<file path="src/rtl/corescore_stream_pkg.sv">
// Shared constants and the FIFO entry layout for the JTAG-UART receive stream.
// Each buffered entry carries the received byte plus a precomputed "last" flag,
// so the read side never has to compare bytes combinationally.
package corescore_stream_pkg;

    localparam int STREAM_W = 8;
    localparam logic [STREAM_W-1:0] EOL_DEFAULT = 8'h0A;

    // Entry layout: {last, data[7:0]}
    localparam int LAST_BIT = 8;
    localparam int ENTRY_W  = 9;

    typedef struct packed {
        logic                last;
        logic [STREAM_W-1:0] data;
    } stream_entry_t;

endpackage

</file>
<file path="src/rtl/corescore_sync_fifo.sv">
// Single-clock first-word-fall-through FIFO.
// Ports:
//   i_clk, i_rst_n      clock, synchronous active-low reset
//   i_wr, i_wdata       write request and entry; ignored while full
//   i_rd                pop request; ignored while empty
//   o_rdata             entry at the read pointer (valid while !o_empty)
//   o_fill_next         occupancy after the current edge (for registered flow control)
//   o_full, o_empty     registered occupancy flags
// A write while full is refused even if a pop happens in the same cycle.
module corescore_sync_fifo
    import corescore_stream_pkg::*;
#(
    parameter int P_ENTRY_W = ENTRY_W,
    parameter int AW        = 4
) (
    input  logic                 i_clk,
    input  logic                 i_rst_n,
    input  logic                 i_wr,
    input  logic [P_ENTRY_W-1:0] i_wdata,
    input  logic                 i_rd,
    output logic [P_ENTRY_W-1:0] o_rdata,
    output logic [AW:0]          o_fill_next,
    output logic                 o_full,
    output logic                 o_empty
);

    localparam int DEPTH = 1 << AW;
    localparam logic [AW:0]   FILL_ONE   = {{AW{1'b0}}, 1'b1};
    localparam logic [AW:0]   FILL_DEPTH = {1'b1, {AW{1'b0}}};
    localparam logic [AW-1:0] PTR_ONE    = {{(AW-1){1'b0}}, 1'b1};

    logic [P_ENTRY_W-1:0] r_mem [DEPTH];
    logic [AW-1:0]        r_wr_ptr;
    logic [AW-1:0]        r_rd_ptr;
    logic [AW:0]          r_fill;
    logic                 r_full;
    logic                 r_empty;

    logic                 w_do_wr;
    logic                 w_do_rd;
    logic [AW:0]          w_fill_next;

    assign w_do_wr = i_wr & ~r_full;
    assign w_do_rd = i_rd & ~r_empty;

    always_comb begin
        w_fill_next = r_fill;
        case ({w_do_wr, w_do_rd})
            2'b10:   w_fill_next = r_fill + FILL_ONE;
            2'b01:   w_fill_next = r_fill - FILL_ONE;
            default: w_fill_next = r_fill;
        endcase
    end

    always_ff @(posedge i_clk) begin
        if (!i_rst_n) begin
            r_wr_ptr <= '0;
            r_rd_ptr <= '0;
            r_fill   <= '0;
            r_full   <= 1'b0;
            r_empty  <= 1'b1;
        end else begin
            if (w_do_wr) r_wr_ptr <= r_wr_ptr + PTR_ONE;
            if (w_do_rd) r_rd_ptr <= r_rd_ptr + PTR_ONE;
            r_fill  <= w_fill_next;
            r_full  <= (w_fill_next == FILL_DEPTH);
            r_empty <= (w_fill_next == '0);
        end
    end

    // Storage needs no reset: contents are only observable while not empty.
    always_ff @(posedge i_clk) begin
        if (w_do_wr) r_mem[r_wr_ptr] <= i_wdata;
    end

    assign o_rdata     = r_mem[r_rd_ptr];
    assign o_fill_next = w_fill_next;
    assign o_full      = r_full;
    assign o_empty     = r_empty;

    a_no_pop_when_empty: assert property (@(posedge i_clk) disable iff (!i_rst_n)
        !(i_rd && r_empty));

endmodule

</file>
<file path="src/rtl/corescore_jtag_rx_stream.sv">
// Host-to-FPGA side of the JTAG-UART link: buffers bytes strobed out of the
// JTAG-UART receive port and presents them as a valid/ready byte stream.
// Ports:
//   i_clk, i_rst_n    clock, synchronous active-low reset
//   i_dat, i_ena      received byte and its one-cycle strobe (t_dat/t_ena)
//   o_dav             space available toward the JTAG-UART (t_dav), registered
//   o_tdata, o_tlast  stream byte and end-of-line flag
//   o_tvalid          stream valid; i_tready pops a beat when both are high
//   o_overflow        sticky: a strobed byte arrived while the FIFO was full
//   o_count           bytes accepted into the FIFO, modulo 2**CW
// Handshake: a beat transfers on a rising edge where o_tvalid and i_tready are
// both high; o_tdata/o_tlast hold steady while o_tvalid is high and i_tready low.
module corescore_jtag_rx_stream
    import corescore_stream_pkg::*;
#(
    parameter int                  AW       = 4,
    parameter logic [STREAM_W-1:0] EOL_CHAR = EOL_DEFAULT,
    parameter int                  HEADROOM = 1,
    parameter int                  CW       = 16
) (
    input  logic                i_clk,
    input  logic                i_rst_n,
    input  logic [STREAM_W-1:0] i_dat,
    input  logic                i_ena,
    output logic                o_dav,
    output logic [STREAM_W-1:0] o_tdata,
    output logic                o_tvalid,
    output logic                o_tlast,
    input  logic                i_tready,
    output logic                o_overflow,
    output logic [CW-1:0]       o_count
);

    localparam int          DAV_LIMIT_I = (1 << AW) - HEADROOM;
    localparam logic [AW:0] DAV_LIMIT   = DAV_LIMIT_I[AW:0];
    localparam logic [CW-1:0] CNT_ONE   = {{(CW-1){1'b0}}, 1'b1};

    stream_entry_t w_wentry;
    stream_entry_t w_rentry;
    logic [AW:0]   w_fill_next;
    logic          w_full;
    logic          w_empty;
    logic          w_accept;
    logic          w_pop;

    logic          r_dav;
    logic          r_overflow;
    logic [CW-1:0] r_count;

    // Tag end-of-line on the way in so the read side is a plain register read.
    assign w_wentry.last = (i_dat == EOL_CHAR);
    assign w_wentry.data = i_dat;

    assign w_accept = i_ena & ~w_full;
    assign w_pop    = ~w_empty & i_tready;

    corescore_sync_fifo #(
        .P_ENTRY_W (ENTRY_W),
        .AW        (AW)
    ) u_fifo (
        .i_clk       (i_clk),
        .i_rst_n     (i_rst_n),
        .i_wr        (i_ena),
        .i_wdata     (w_wentry),
        .i_rd        (w_pop),
        .o_rdata     (w_rentry),
        .o_fill_next (w_fill_next),
        .o_full      (w_full),
        .o_empty     (w_empty)
    );

    // o_dav looks at next-cycle occupancy so the source's one-cycle strobe
    // latency lands in the reserved headroom rather than overflowing.
    always_ff @(posedge i_clk) begin
        if (!i_rst_n) begin
            r_dav      <= 1'b0;
            r_overflow <= 1'b0;
            r_count    <= '0;
        end else begin
            r_dav <= (w_fill_next < DAV_LIMIT);
            if (i_ena && w_full) r_overflow <= 1'b1;
            if (w_accept)        r_count    <= r_count + CNT_ONE;
        end
    end

    assign o_dav      = r_dav;
    assign o_tvalid   = ~w_empty;
    assign o_tdata    = w_rentry.data;
    assign o_tlast    = w_rentry.last;
    assign o_overflow = r_overflow;
    assign o_count    = r_count;

endmodule

</file>
<file path="config.mk">
export PLATFORM = sky130hd
export DESIGN_NAME = corescore_jtag_rx_stream
export DESIGN_NICKNAME = d
export VERILOG_FILES = /design/src/rtl/corescore_stream_pkg.sv /design/src/rtl/corescore_sync_fifo.sv /design/src/rtl/corescore_jtag_rx_stream.sv
export SDC_FILE = /design/constraint.sdc
export NUM_CORES = 1
export LEC_CHECK = 0
export ABC_AREA = 1
export BUFFER_PORTS_ARGS = -buffer_cell sky130_fd_sc_hd__buf_4
export CORE_UTILIZATION = 40
export CTS_CLUSTER_DIAMETER = 120
export DETAILED_ROUTE_END_ITERATION = 8
export GPL_TIMING_DRIVEN = 0
export SETUP_SLACK_MARGIN = 0.5
export SLEW_MARGIN = 25
export SYNTH_ARGS = -nofsm -noshare
export SYNTH_HDL_FRONTEND = slang
export SYNTH_SLANG_ARGS = --single-unit
</file>
<file path="constraint.sdc">
create_clock -name i_clk -period 2.7 [get_ports i_clk]
set_input_delay 0.135 -clock i_clk [delete_from_list [all_inputs] [get_ports i_clk]]
set_output_delay 0.135 -clock i_clk [all_outputs]
set_load 0.01 [all_outputs]
</file>
; ---- Word-level counts from Yosys, hierarchy flattened
; Memories as Yosys holds them, arrays and structs flattened. A register that Yosys moved wholly into a read port is not among the register bits.
; Index checks and enable logic that the tools add are counted.
[totals]
reg_bits = 33
memories = 1
word_cells = 31
mem_bits_rw = 144
[classes]
reduce_logical = 2
n_eq_ne = 4
mux = 5
bitwise_logic = 5
n_lt_le_gt_ge = 1
add_sub_neg = 5
[memory_table]
columns = name, depth, width, rd, rd_clocked_by_memory_dff, wr, line_no
row1 = u_fifo.r_mem, 16, 9, 1, 1, 1, corescore_sync_fifo.sv:32  ; logic [P_ENTRY_W-1:0] r_mem [DEPTH];
[ops]
columns = cell, count
row1 = $add 16x1->16 const B, 1
row2 = $pmux 5 s2, 1
row3 = $add 4x1->4 const B, 2
row4 = $eq 8x4->1 const B, 1
row5 = $mux 4, 2
row6 = $add 5x1->5 const B, 1
row7 = $eq 5x5->1 const B, 1
row8 = $logic_not 5->1, 1
row9 = $lt 5x4->1 const B, 1
row10 = $sub 5x1->5 const B, 1
row11 = $and 1x1->1, 3
row12 = $eq 2x1->1 const B, 1
row13 = $eq 2x2->1 const B, 1
row14 = $mux 1, 2
row15 = $not 1->1, 2
row16 = $logic_and 1x1->1, 1

; ---- Depth between registers and ports, before layout
; Gate-level depths: netlist (run 1).
[logic_depth]
word_depth = 6
mapped_depth = 18

; ---- Modules after synthesis
; Synthesis (run 1) repeated with hierarchy kept, for this count alone.
[hier_totals]
cells_unflattened = 679
area_unflattened_um2 = 7796.2
[by_module_without_submodules]
columns = mod, n_inst, area_per_inst_um2, cells_per_inst
row1 = corescore_sync_fifo, 1, 6836.6, 536
row2 = corescore_jtag_rx_stream, 1, 959.7, 143

; ---- Worst setup path after synthesis (run 1)
; Ideal clock, no wire load.
[synth_timing]
path_type = input to register
from = input i_dat[5]
to = memory u_fifo.r_mem[0][8] in the netlist's numbering (data pin)
cell_stages = 2
t_arrival_ns = 1.693
slack_ns = 0.615
setup_ns = 0.392
path_cell_list = or4_1 -> nor4b_1
[synth_between]
elab_chain_len = 1
[synth_lines]
columns = element, line_no
row1 = "start, declared", corescore_jtag_rx_stream.sv:23  ; input logic [STREAM_W-1:0] i_dat,
row2 = $eq 8x4->1, corescore_jtag_rx_stream.sv:51  ; assign w_wentry.last = (i_dat == EOL_CHAR);
row3 = named net u_fifo.i_wdata[8], corescore_sync_fifo.sv:19  ; input logic [P_ENTRY_W-1:0] i_wdata,
row4 = "end, declared", corescore_sync_fifo.sv:32
; The timed path passes the listed nets, and every way through them passes these cells.

==> results of run 1 <==
==> kinds of logic after synthesis <==
family	after synthesis	share of synthesized area [%]
XOR/XNOR	3	0.344
multiplexers	36	4.72
adder cells (fa/ha/maj)	8	1.31
buffers and inverters	116	6.06
flip-flops	181	66.3
AO/OA/AOI/OAI	151	11.2
AND/OR/NAND/NOR	163	10.0
==> power groups by stage <==
stage               sequential [uW]  clock, uW  combinational [uW]
detailed placement             3240          0                1190
global route                   3190       2440                1400
global placement               3230          0                1160
CTS                            3180       2310                1230
floorplan                      3230          0                 740
finish                         3180       2290                1280
==> per-stage QoR <==
stage          setup TNS, ns  hold slack, ns  power (uW)  utilization, %  instances
5_1_grt                    0          0.0568        7030            47.6        964
2_1_floorplan              0           0.234        3970               -        658
6_report                   0          0.0680        6750            47.6        964
3_3_place_gp          -21.32           0.398        4400            43.9        930
3_5_place_dp               0           0.411        4420            44.0        932
4_1_cts                    0          0.0607        6730            47.3        964
==> what timing repair did <==
item | CTS | global route
hold endpoints to repair | 1 | 0
endpoints found under the setup margin | 9 | 9
hold buffers | 1 | 0
resized for setup | 37 | 33
pin swaps | 1 | 3
cloned | 0 | 0
==> Yosys cell counts, types with 4 or more instances <==
master                     count
sky130_fd_sc_hd__buf_1         4
sky130_fd_sc_hd__nand2_1      63
sky130_fd_sc_hd__mux2i_1      36
sky130_fd_sc_hd__nand3_1      24
sky130_fd_sc_hd__inv_1        79
sky130_fd_sc_hd__a21oi_1      51
sky130_fd_sc_hd__clkbuf_1     13
sky130_fd_sc_hd__nor2_1       44
sky130_fd_sc_hd__clkinv_1      4
sky130_fd_sc_hd__edfxtp_1    144
sky130_fd_sc_hd__buf_2         8
sky130_fd_sc_hd__ha_1          8
sky130_fd_sc_hd__o21ai_1       4
sky130_fd_sc_hd__inv_2         4
sky130_fd_sc_hd__o211ai_1     36
sky130_fd_sc_hd__nor3_1       13
sky130_fd_sc_hd__dfxtp_1      37
sky130_fd_sc_hd__o21ai_0      55
==> layout make-up <==
type	count	area (sq um)
Sequential cell	181	5060
Buffer	28	195
Timing Repair Buffer	41	308
Tap cell	234	293
Clock buffer	19	433
Multi-Input combinational cell	361	2160
Fill cell	1681	9810
Clock inverter	12	106
Inverter	88	335
==> flip-flops by register name, indices dropped and copies added (netlist names), named ones only <==
register	flops
o_count	16
o_dav	1
u_fifo.r_wr_ptr	4
u_fifo.r_mem	144
u_fifo.r_fill	5
u_fifo.o_empty	1
o_overflow	1
u_fifo.r_rd_ptr	4
u_fifo.o_full	1
==> metal layers <==
metal / wire (um) / part of all wire (%) / global-route usage [%] / vias to the layer above
met3: 963 / 5.2 / 4.44 / 37
li1: - / - / - / 2447
met2: 9140 / 50 / 33.3 / 146
met1: 7820 / 42 / 24.2 / 2438
met4: 483 / 2.6 / 9.02 / 0
met5: 0 / 0 / 0 / -
==> worst paths after layout <==
check / slack, ns / endpoint / depth (start not counted) / startpoint
min: 0.07 / u_fifo.r_mem[14][6] / 1 / i_dat[6]
max reg2reg: 0.67 / o_dav / 12 / u_fifo.o_full
max: 0.54 / o_tdata[1] / 9 / flip-flop
min reg2reg: 0.49 / flip-flop / 2 / u_fifo.r_rd_ptr[2]
==> out/metrics.sh, run 1 <==
ROUTED_VIA_DENSITY=5.26
NETLIST-CELL-TYPE-COUNT=39
INSERTION_DELAY_NS=0.44
MOSTFREQUENTLAYOUTCELLS='sky130_fd_sc_hd__edfxtp_1, sky130_fd_sc_hd__inv_1, sky130_fd_sc_hd__nand2_1'
COMBINATIONALPOWERSHARE_PCT=19.0
SYNTH_TOP_AREA_CELL='sky130_fd_sc_hd__edfxtp_1'
REQUIRED_NS=2.57
CRITICAL_PATH.TOP_DELAY_FAMILY='buffers and inverters'
DIE_H_UM=140
PRE_CTS_WS_NS=0.634
ROUTE.DETAILED.DRC=0
CLOCK-ROOT-BUFFER='sky130_fd_sc_hd__clkbuf_16'
REPORT.FINAL.SETUP_VIOL=0
GRT_ANTENNA_BEFORE_REPAIR=0
TIMING_MAX_TRANSITION_VIOLATIONS_FINAL=0
N_ANTENNA_CELL=0
CELLINTERNALPOWER_uW=4840
ANTENNA_LEFT=0
POST_SYNTH_EDFFS=144
GR-USAGE-ALL-LAYERS_PCT=19.8
NETLIST_TOP_CELLS_AREA='sky130_fd_sc_hd__edfxtp_1, sky130_fd_sc_hd__dfxtp_1, sky130_fd_sc_hd__mux2i_1'
COREAREA_SQ_UM=18700
SYN_AREA_SQ_UM=7640
TRITONCTS='built'
CLKPWRFRAC_PCT=33.9
FIN_CRIT_SH_PCT=80.1
POSTSYNTHAREAPERCELL_SQ_UM=11.6
YOSYS_WARNINGS=0
CELLPOWERDENSITY_nW_PER_UM2=759
FLOORPLAN.DIE_AREA_SQ_UM=19600
LAYOUT.CELLS.MOST_COMMON='sky130_fd_sc_hd__edfxtp_1'
CRIT_ARRIVAL_NS=2.03
PIN_COUNT=40
FINAL_CRITICAL_PATH_SETUP_SLACK_NS=0.536
WORST_PATH_MAX_DELAY_CELL='sky130_fd_sc_hd__dfxtp_1'
HPWLAFTERDP_MM=12.6
FINALHOLDVIOLCOUNT=0
GLOBALROUTE.TOTALOVERFLOW=0
ROUTED_VIAS=5068
GRT_FIRST_PASS_WIRELENGTH_MM=27.8
NET-SWITCHING-POWER_uW=1910
ASYNCSETRESETFLOPFRACSYNTH_PCT=0
CP_NUM_BUF_INV=4
PIN_COUNT_OF_THE_BIGGEST_NET_ENTERING_GLOBAL_ROUTING=18
HOLDCRITPATHCLASS='in2reg'
MAXCAPVIOLCOUNT=0
TYPE_OF_THE_WORST_SETUP_PATH='reg2out'
FIN_AREA_SQ_UM=8900
DR.PASS1.ITERS=5
CLOCK_PATH_BUFFERS=2
CHIPWIDTH_UM=140
POSTCTSSETUPREPAIRBUFS=0
GPL.FINAL_WEIGHTED_CONGESTION=0.994
CLK_PIN_SLEW_WORST_PATHS_NS=0.06
INITIAL_CORE_UTIL_PCT=40.8
VDD_DROP_MAX_mV=0.516
SEQ_AREA_FRAC_SYNTH_PCT=66.3
TIMING_WORST_SLEW_PIN_VALUE_NS=0.909
SYNTHESIS.INSTANCES=658
SWITCHING_SHARE_PCT=28.3
ROW_COUNT=50
PLACE_AREA_SQ_UM=8230
STATIC_LEAKAGE_uW=0.00322
HTREEDEPTH=4
LAYOUT_CELL_SHARE_WITH_DRIVE_STRENGTH_BEYOND_1_PCT=17.4
DESIGN.FINAL.NETS=738
CTS_BUFFERS=17
SEQUENTIALPOWERSHARE_PCT=47.1
CRIT_FANOUT=10
TIMING.FMAX_MHz=462
PATH_CELLS='buf_6 > buf_8 > buf_6 > a21oi_1 > o21ai_0 > o211ai_1 > nand3_1 > nand2_1 > buf_4'
VIA_COUNT_OF_THE_FIRST_GLOBAL_ROUTING_PASS=4996
CRITPATHMAXSTAGEDELAY_NS=0.34
TOTAL_DETAILED_ROUTING_WIRELENGTH_MM=18.4
SYNTHFLOPTYPE='sky130_fd_sc_hd__edfxtp_1'
CRITPATHCAPTURETYPE='output pin'
YS_FF_LATCH=181
CTS.SINK_COUNT=181
DRTITER0DRC=333
LAYOUT_MIN_CYCLE_TIME_NS=2.16
SYNTH_NETS=678
AREA_GROWTH_FROM_SYNTHESIS_TO_FINAL_LAYOUT_PCT=16.5
YOSYSTOPAREACELLSHARE_PCT=56.6
CRIT_PATH_FREQUENT_CELL='sky130_fd_sc_hd__buf_6'
STATUS='finished, final reports clean'
TIMING.MAX_SLEW.REL_SLACK_PCT=39.1
FIN_SKEW_NS=0.0119
PORTBUFFERS=38
POST_DETAILED_ROUTE_WIRELENGTH_PER_CELL_UM=19.1
RSZ_0062_RAISED_AFTER_GLOBAL_ROUTING='yes'
WORSTSETUPSTARTPOINTTYPE='flip-flop'
No activity file was read; power rests on OpenSTA's default activity.
==> inputs of run 2 (changes only) <==
==> constraint.sdc (replaced) <==
create_clock -name i_clk -period 1.85 [get_ports i_clk]
set_input_delay 0.0925 -clock i_clk [delete_from_list [all_inputs] [get_ports i_clk]]
set_output_delay 0.0925 -clock i_clk [all_outputs]
set_load 0.01 [all_outputs]
==> out/metrics.sh, run 2 (synthesized netlist as in run 1, its figures left out) <==
DESIGN.FINAL.NETS=810
R2R.WORST_PATH.CELLS=17
LAYOUT_CELL_SHARE_WITH_DRIVE_STRENGTH_BEYOND_1_PCT=42.0
CLOCK-ROOT-BUFFER='sky130_fd_sc_hd__clkbuf_16'
TIMING.FMAX_MHz=494
GROUTE.LAYER.MET3.USAGE_PCT=4.89
TOTAL_DETAILED_ROUTING_WIRELENGTH_MM=20.8
NET-SWITCHING-POWER_uW=3320
TIMING_MAX_TRANSITION_VIOLATIONS_FINAL=0
TIMING.MAX_SLEW.REL_SLACK_PCT=64.3
CRIT_FANOUT=10
WORSTHOLDSTART='i_dat[5]'
GR-USAGE-MET1_PCT=24.6
COREAREA_SQ_UM=18700
TYPE_OF_THE_WORST_SETUP_PATH='reg2out'
WORST_R2R_ENDPOINT='o_dav'
WORSTHOLDPATHCELLS=1
PATH_CELLS='buf_12 > buf_12 > buf_8 > a21oi_1 > o21ai_1 > o211ai_1 > nand3_1 > nand2_1 > buf_4'
GLOBALROUTE.TOTALOVERFLOW=0
REPORT.FINAL.SETUP_VIOL=9
PRE_CTS_WS_NS=-0.295
HTREEDEPTH=4
DRTITER0DRC=356
LAYOUT_MIN_CYCLE_TIME_NS=2.03
FINALHOLDVIOLCOUNT=0
INSERTION_DELAY_NS=0.43
COMBINATIONALPOWERSHARE_PCT=26.0
PIN_COUNT=40
PORTBUFFERS=38
FINAL_CRITICAL_PATH_SETUP_SLACK_NS=-0.176
STATIC_LEAKAGE_uW=0.00387
VIOLATIONS='negative setup slack'
CLKPWRFRAC_PCT=31.3
TRITONCTS='built'
GR-MAX-USAGE-LAYER='met2'
ANTENNA_LEFT=0
CRIT_ARRIVAL_NS=1.93
LARGEST_REGISTER_FF_COUNT=144
STATUS='finished, violations left'
CELLPOWERDENSITY_nW_PER_UM2=1030
GRT_UTIL_MET2_PCT=37.4
WORSTSETUPPATHDEPTH=9
FIN_HOLD_WS_NS=0.0496
MAXCAPVIOLCOUNT=0
RSZ_0062_RAISED_AFTER_GLOBAL_ROUTING='yes'
CRITICAL_PATH.TOP_DELAY_FAMILY='buffers and inverters'
SEQUENTIALPOWERSHARE_PCT=42.7
VDD_DROP_MAX_mV=0.717
ROUTED_VIA_DENSITY=5.38
WORSTSETUPSTARTPOINTTYPE='flip-flop'
WORST_PATH_MAX_DELAY_CELL='sky130_fd_sc_hd__dfxtp_4'
ROUTED_VIAS=5577
DIE_H_UM=140
INITIAL_CORE_UTIL_PCT=40.8
CELLINTERNALPOWER_uW=7650
CTS.SINK_COUNT=181
CLK_PIN_SLEW_WORST_PATHS_NS=0.07
FINISH.CELL_COUNT_WITHOUT_FILLERS=1037
GRT_FIRST_PASS_WIRELENGTH_MM=30.2
GRT_ANTENNA_BEFORE_REPAIR=0
VIA_COUNT_OF_THE_FIRST_GLOBAL_ROUTING_PASS=5529
LAYOUT.CELLS.MOST_COMMON='sky130_fd_sc_hd__edfxtp_1'
CP_NUM_BUF_INV=4
CLOCK_PATH_BUFFERS=2
REGISTER_NAME_WITH_THE_MOST_FLOPS='u_fifo.r_mem'
HOLDCRITPATHCLASS='in2reg'
CRIT_PATH_FREQUENT_CELL='sky130_fd_sc_hd__buf_12'
FIN_CRIT_SH_PCT=110
ROW_COUNT=50
AREA_GROWTH_FROM_SYNTHESIS_TO_FINAL_LAYOUT_PCT=40.1
GPL.FINAL_WEIGHTED_CONGESTION=0.940
R2R_PATH_START='u_fifo.o_empty'
CTS_BUFFERS=17
N_ANTENNA_CELL=0
FIN_AREA_SQ_UM=10700
GR-USAGE-ALL-LAYERS_PCT=21.1
CHIPWIDTH_UM=140
POST_DETAILED_ROUTE_WIRELENGTH_PER_CELL_UM=20.0
DP_CELLS=930
MIN_DELAY_WORST_ENDPOINT='u_fifo.r_mem[9][5]'
PIN_COUNT_OF_THE_BIGGEST_NET_ENTERING_GLOBAL_ROUTING=18
MOSTFREQUENTLAYOUTCELLS='sky130_fd_sc_hd__edfxtp_1, sky130_fd_sc_hd__inv_1, sky130_fd_sc_hd__buf_4'
FF2FF_SETUP_SLACK_NS=0.04
CRITPATHMAXSTAGEDELAY_NS=0.36
SETUP_TOTAL_NEGATIVE_SLACK_NS=-1.32
ROUTE.DETAILED.DRC=0
DR.PASS1.ITERS=5
SWITCHING_SHARE_PCT=30.3
TIMING_WORST_SLEW_PIN_VALUE_NS=0.536
FLOORPLAN.DIE_AREA_SQ_UM=19600
CRITPATHCAPTURETYPE='output pin'
REQUIRED_NS=1.76
PLACE_AREA_SQ_UM=8390
FIN_SKEW_NS=0.00683
HPWLAFTERDP_MM=12.5
run 2: through the flow:
stage | util, % | power [uW]
2_1_floorplan | - | 5900
3_3_place_gp | 44.8 | 6510
3_5_place_dp | 44.8 | 6560
4_1_cts | 53.7 | 10400
5_1_grt | 57.2 | 11400
6_report | 57.2 | 11000
run 2: power groups by stage:
stage               clock, uW  combinational (uW)  sequential, uW
floorplan                   0                1170            4720
global placement            0                1780            4730
detailed placement          0                1830            4740
CTS                      3460                2330            4660
global route             3620                3050            4710
finish                   3430                2850            4690
run 2: cell type report:
cell class	count	area [sq um]
Timing Repair Buffer	110	1210
Buffer	28	244
Clock inverter	15	128
Multi-Input combinational cell	364	2960
Sequential cell	181	5080
Tap cell	234	293
Inverter	88	364
Fill cell	1470	8010
Clock buffer	17	425
run 2: worst max path at each step:
stage,startpoint,endpoint,slack [ns]
final,flip-flop,o_tdata[0],-0.18
after global routing,flip-flop,o_tdata[5],-0.24
after CTS,flip-flop,o_tdata[4],-0.18
after detailed placement,i_dat[5],u_fifo.r_mem[13][8],-0.30
after global placement,i_dat[5],u_fifo.r_mem[1][8],-0.24
after floorplan,u_fifo.o_full,o_dav,0.27
run 2: per-layer routing:
| metal | wire [um] | vias to the layer above |
|---|---|---|
| li1 | - | 2598 |
| met1 | 8430 | 2773 |
| met2 | 10900 | 171 |
| met3 | 989 | 35 |
| met4 | 495 | 0 |
| met5 | 0 | - |
run 2: what timing repair did:
action / in CTS / in global routing
pin swaps: 38 / 70
setup buffers: 45 / 21
cloned: 5 / 3
resized for setup: 168 / 133
endpoints found under the setup margin: 184 / 178
hold endpoints to repair: 1 / 0
hold buffers: 1 / 0
==> inputs of run 3 (changes only) <==
--- a/config.mk
+++ b/config.mk
@@ -5,7 +5,7 @@
 export SDC_FILE = /design/constraint.sdc
 export NUM_CORES = 1
 export LEC_CHECK = 0
-export ABC_AREA = 1
+export ABC_AREA = 0
 export BUFFER_PORTS_ARGS = -buffer_cell sky130_fd_sc_hd__buf_4
 export CORE_UTILIZATION = 40
 export CTS_CLUSTER_DIAMETER = 120
==> out/metrics.sh, run 3 <==
STATUS='finished, violations left'
VIOLATIONS='design-rule violations, negative setup slack'
ASYNCSETRESETFLOPFRACSYNTH_PCT=0
DR.PASS1.ITERS=7
POSTSYNTHAREAPERCELL_SQ_UM=17.7
INSERTION_DELAY_NS=0.43
PIN_COUNT=40
DRTITER0DRC=283
FIN_SKEW_NS=0.0135
REPORT.FINAL.SETUP_VIOL=16
SYNTH_TOP_AREA_CELL='sky130_fd_sc_hd__edfxtp_1'
SEQ_AREA_FRAC_SYNTH_PCT=68.1
TIMING.FMAX_MHz=420
GR-USAGE-ALL-LAYERS_PCT=17.9
FINAL_CRITICAL_PATH_SETUP_SLACK_NS=-0.531
PRE_CTS_WS_NS=-0.472
CLOCK_PATH_BUFFERS=2
CTS_BUFFERS=17
N_FILL_CELL=1346
LARGEST_FAMILY_OF_LOGIC_CELLS_BY_SYNTHESIZED_AREA='multiplexers'
YOSYS_WARNINGS=0
WORSTSETUPSTARTPOINTTYPE='flip-flop'
RSZ_0062_RAISED_AFTER_GLOBAL_ROUTING='yes'
GRT_ANTENNA_BEFORE_REPAIR=0
ROUTE.DETAILED.DRC=5
TIMING_WORST_SLEW_PIN_VALUE_NS=0.572
SYNTHESIS.INSTANCES=421
TIMING.MAX_SLEW.REL_SLACK_PCT=61.7
DESIGN.FINAL.NETS=565
COREAREA_SQ_UM=18100
VIA_COUNT_OF_THE_FIRST_GLOBAL_ROUTING_PASS=4180
LAYOUT.CELLS.MOST_COMMON='sky130_fd_sc_hd__edfxtp_1'
R2R_PATH_START='u_fifo.o_full'
LAYOUT_MIN_CYCLE_TIME_NS=2.38
CELLPOWERDENSITY_nW_PER_UM2=994
PIN_COUNT_OF_THE_BIGGEST_NET_ENTERING_GLOBAL_ROUTING=18
POST-LAYOUT-TOTAL-POWER_uW=10100
HOLDCRITPATHCLASS='in2reg'
POST_SYNTH_AND_OR_NAND_NOR_AREA_FRACTION_PCT=7.26
PORTBUFFERS=39
CLOCK-ROOT-BUFFER='sky130_fd_sc_hd__clkbuf_16'
WORSTHOLDSTART='i_dat[5]'
NETLIST_TOP_CELLS_AREA='sky130_fd_sc_hd__edfxtp_1, sky130_fd_sc_hd__mux4_2, sky130_fd_sc_hd__dfxtp_1'
FIN_HOLD_WS_NS=0.00902
FINALHOLDVIOLCOUNT=0
CLK_PIN_SLEW_WORST_PATHS_NS=0.06
INITIAL_CORE_UTIL_PCT=41.1
GLOBALROUTE.TOTALOVERFLOW=0
POST_DETAILED_ROUTE_WIRELENGTH_PER_CELL_UM=21.0
SYNTH_COMPOUND_AREA_SHARE_PCT=2.76
TRITONCTS='built'
N_ANTENNA_CELL=0
SYNTHFLOPTYPE='sky130_fd_sc_hd__edfxtp_1'
VDD_DROP_MAX_mV=0.756
STATIC_LEAKAGE_uW=0.00343
MULTI_INPUT_COMB_AREA_SQ_UM=2640
LAYOUT_CELL_SHARE_WITH_DRIVE_STRENGTH_BEYOND_1_PCT=47.8
SYNTH_TOP_CELLS_BY_COUNT='sky130_fd_sc_hd__edfxtp_1, sky130_fd_sc_hd__nor2_1, sky130_fd_sc_hd__dfxtp_1, sky130_fd_sc_hd__mux4_2, sky130_fd_sc_hd__nand2_1'
ROUTED_VIA_DENSITY=5.24
CRIT_FANOUT=8
PLACE_AREA_SQ_UM=8240
NETLIST-CELL-TYPE-COUNT=49
SETUP_TOTAL_NEGATIVE_SLACK_NS=-5.84
HPWLAFTERDP_MM=9.88
GPL.FINAL_WEIGHTED_CONGESTION=0.735
FIN_AREA_SQ_UM=10100
FIN_CRIT_SH_PCT=129
ROW_COUNT=49
FLOORPLAN.DIE_AREA_SQ_UM=19200
POST_SYNTH_XOR_AREA_FRACTION_PCT=2.94
LARGEST_REGISTER_FF_COUNT=144
CHIPWIDTH_UM=138
TYPE_OF_THE_WORST_SETUP_PATH='reg2out'
DIE_H_UM=138
REQUIRED_NS=1.76
SYNTH_NETS=441
ANTENNA_LEFT=0
TOTAL_DETAILED_ROUTING_WIRELENGTH_MM=16.5
TIMING_MAX_TRANSITION_VIOLATIONS_FINAL=0
POST_SYNTH_EDFFS=144
CTS.SINK_COUNT=181
YS_FF_LATCH=181
GRT_FIRST_PASS_WIRELENGTH_MM=24.7
SYNTHESIZED_AREA_FRACTION_OCCUPIED_BY_ADDER_CELLS_PCT=1.35
MULTIPLEXER_AREA_FRACTION_AFTER_SYNTHESIS_PCT=14.3
SYN_AREA_SQ_UM=7440
HTREEDEPTH=4
AREA_USED_BY_SEQUENTIAL_LOGIC_IN_THE_LAYOUT_SQ_UM=5070
POST-SYNTH-TOP-COUNT-CELL='sky130_fd_sc_hd__edfxtp_1'
CRIT_ARRIVAL_NS=2.29
ROUTED_VIAS=4125
CRITPATHCAPTURETYPE='output pin'
MAXCAPVIOLCOUNT=0
AREA_GROWTH_FROM_SYNTHESIS_TO_FINAL_LAYOUT_PCT=36.4
MOSTFREQUENTLAYOUTCELLS='sky130_fd_sc_hd__edfxtp_1, sky130_fd_sc_hd__mux4_2, sky130_fd_sc_hd__buf_4'
REGISTER_NAME_WITH_THE_MOST_FLOPS='u_fifo.r_mem'
YOSYSTOPAREACELLSHARE_PCT=58.1
==> run 3: changes by cell type after synthesis, sizes merged, moves of 4 or more <==
| cell | previous run | this run |
|---|---|---|
| inv | 84 | 7 |
| nor3 | 16 | 12 |
| nand2 | 66 | 20 |
| or3 | 0 | 4 |
| nor2 | 49 | 44 |
| mux4 | 0 | 45 |
| buf | 15 | 7 |
| nand3 | 26 | 5 |
| o21ai | 59 | 3 |
| a21oi | 51 | 10 |
| o211ai | 36 | 1 |
| xnor2 | 1 | 13 |
| mux2i | 36 | 2 |
| xor2 | 2 | 12 |
==> run 3: layout make-up <==
| type | instances | share of cell area, % |
|---|---|---|
| sequential | 181 | 50.0 |
| multi-input combinational | 210 | 26.0 |
| timing repair buffer | 105 | 12.0 |
| clock buffer | 18 | 4.23 |
| tap | 229 | 2.82 |
| buffer | 20 | 2.48 |
| clock inverter | 14 | 1.81 |
| inverter | 10 | 0.616 |
==> run 3: cell families (layout without fill, tap and decap cells) <==
logic type,Yosys count,after routing
adders and majority gates,8,8
buffers and inverters,30,167
DFF,181,181
xor gates and xnor gates,25,25
muxes,47,47
and+or+nand+nor,107,107
AOI/OAI and AO/OA,23,23
==> run 3: power by group <==
part	internal [uW]	switching, uW
registers	4480	75.1
logic	990	803
clock network	2250	1490
==> run 3: worst paths after layout <==
check / endpoint / slack, ns / cells after the start
setup / recovery: o_tlast / -0.53 / 5
hold / removal: u_fifo.r_mem[2][5] / 0.009 / 1
setup reg to reg: o_dav / -0.33 / 12
hold reg to reg: o_overflow / 0.48 / 2
==> run 3: timing repair <==
| action | 4_1_cts | 5_1_grt |
|---|---|---|
| buffers inserted | 28 | 26 |
| endpoints found under the setup margin | 192 | 195 |
| resized for setup | 61 | 54 |
| gates cloned | 2 | 2 |
| endpoints found under the hold margin | 15 | 0 |
| pin swaps | 42 | 40 |
| hold buffers | 8 | 0 |
==> run 3: per-layer routing <==
| layer | global-route usage [%] | part of all wire [%] | vias to the layer above |
|---|---|---|---|
| li1 | - | - | 1883 |
| met1 | 23.4 | 43 | 2127 |
| met2 | 30.3 | 52 | 97 |
| met3 | 3.53 | 4.7 | 18 |
| met4 | 5.68 | 1.0 | 0 |
| met5 | 0 | 0 | - |
==> run 3: critical path, stage by stage, from the launching register on <==
cell,delay [ns]
sky130_fd_sc_hd__dfxtp_2,0.34
sky130_fd_sc_hd__buf_12,0.17
sky130_fd_sc_hd__buf_12,0.14
sky130_fd_sc_hd__mux4_2,0.56
sky130_fd_sc_hd__mux4_2,0.51
sky130_fd_sc_hd__buf_6,0.14
==> run 3: metrics by stage <==
stage	utilization, %	cells
6_report	56.1	787
3_3_place_gp	45.5	689
5_1_grt	56.1	787
4_1_cts	53.0	759
2_1_floorplan	-	421
3_5_place_dp	45.5	689
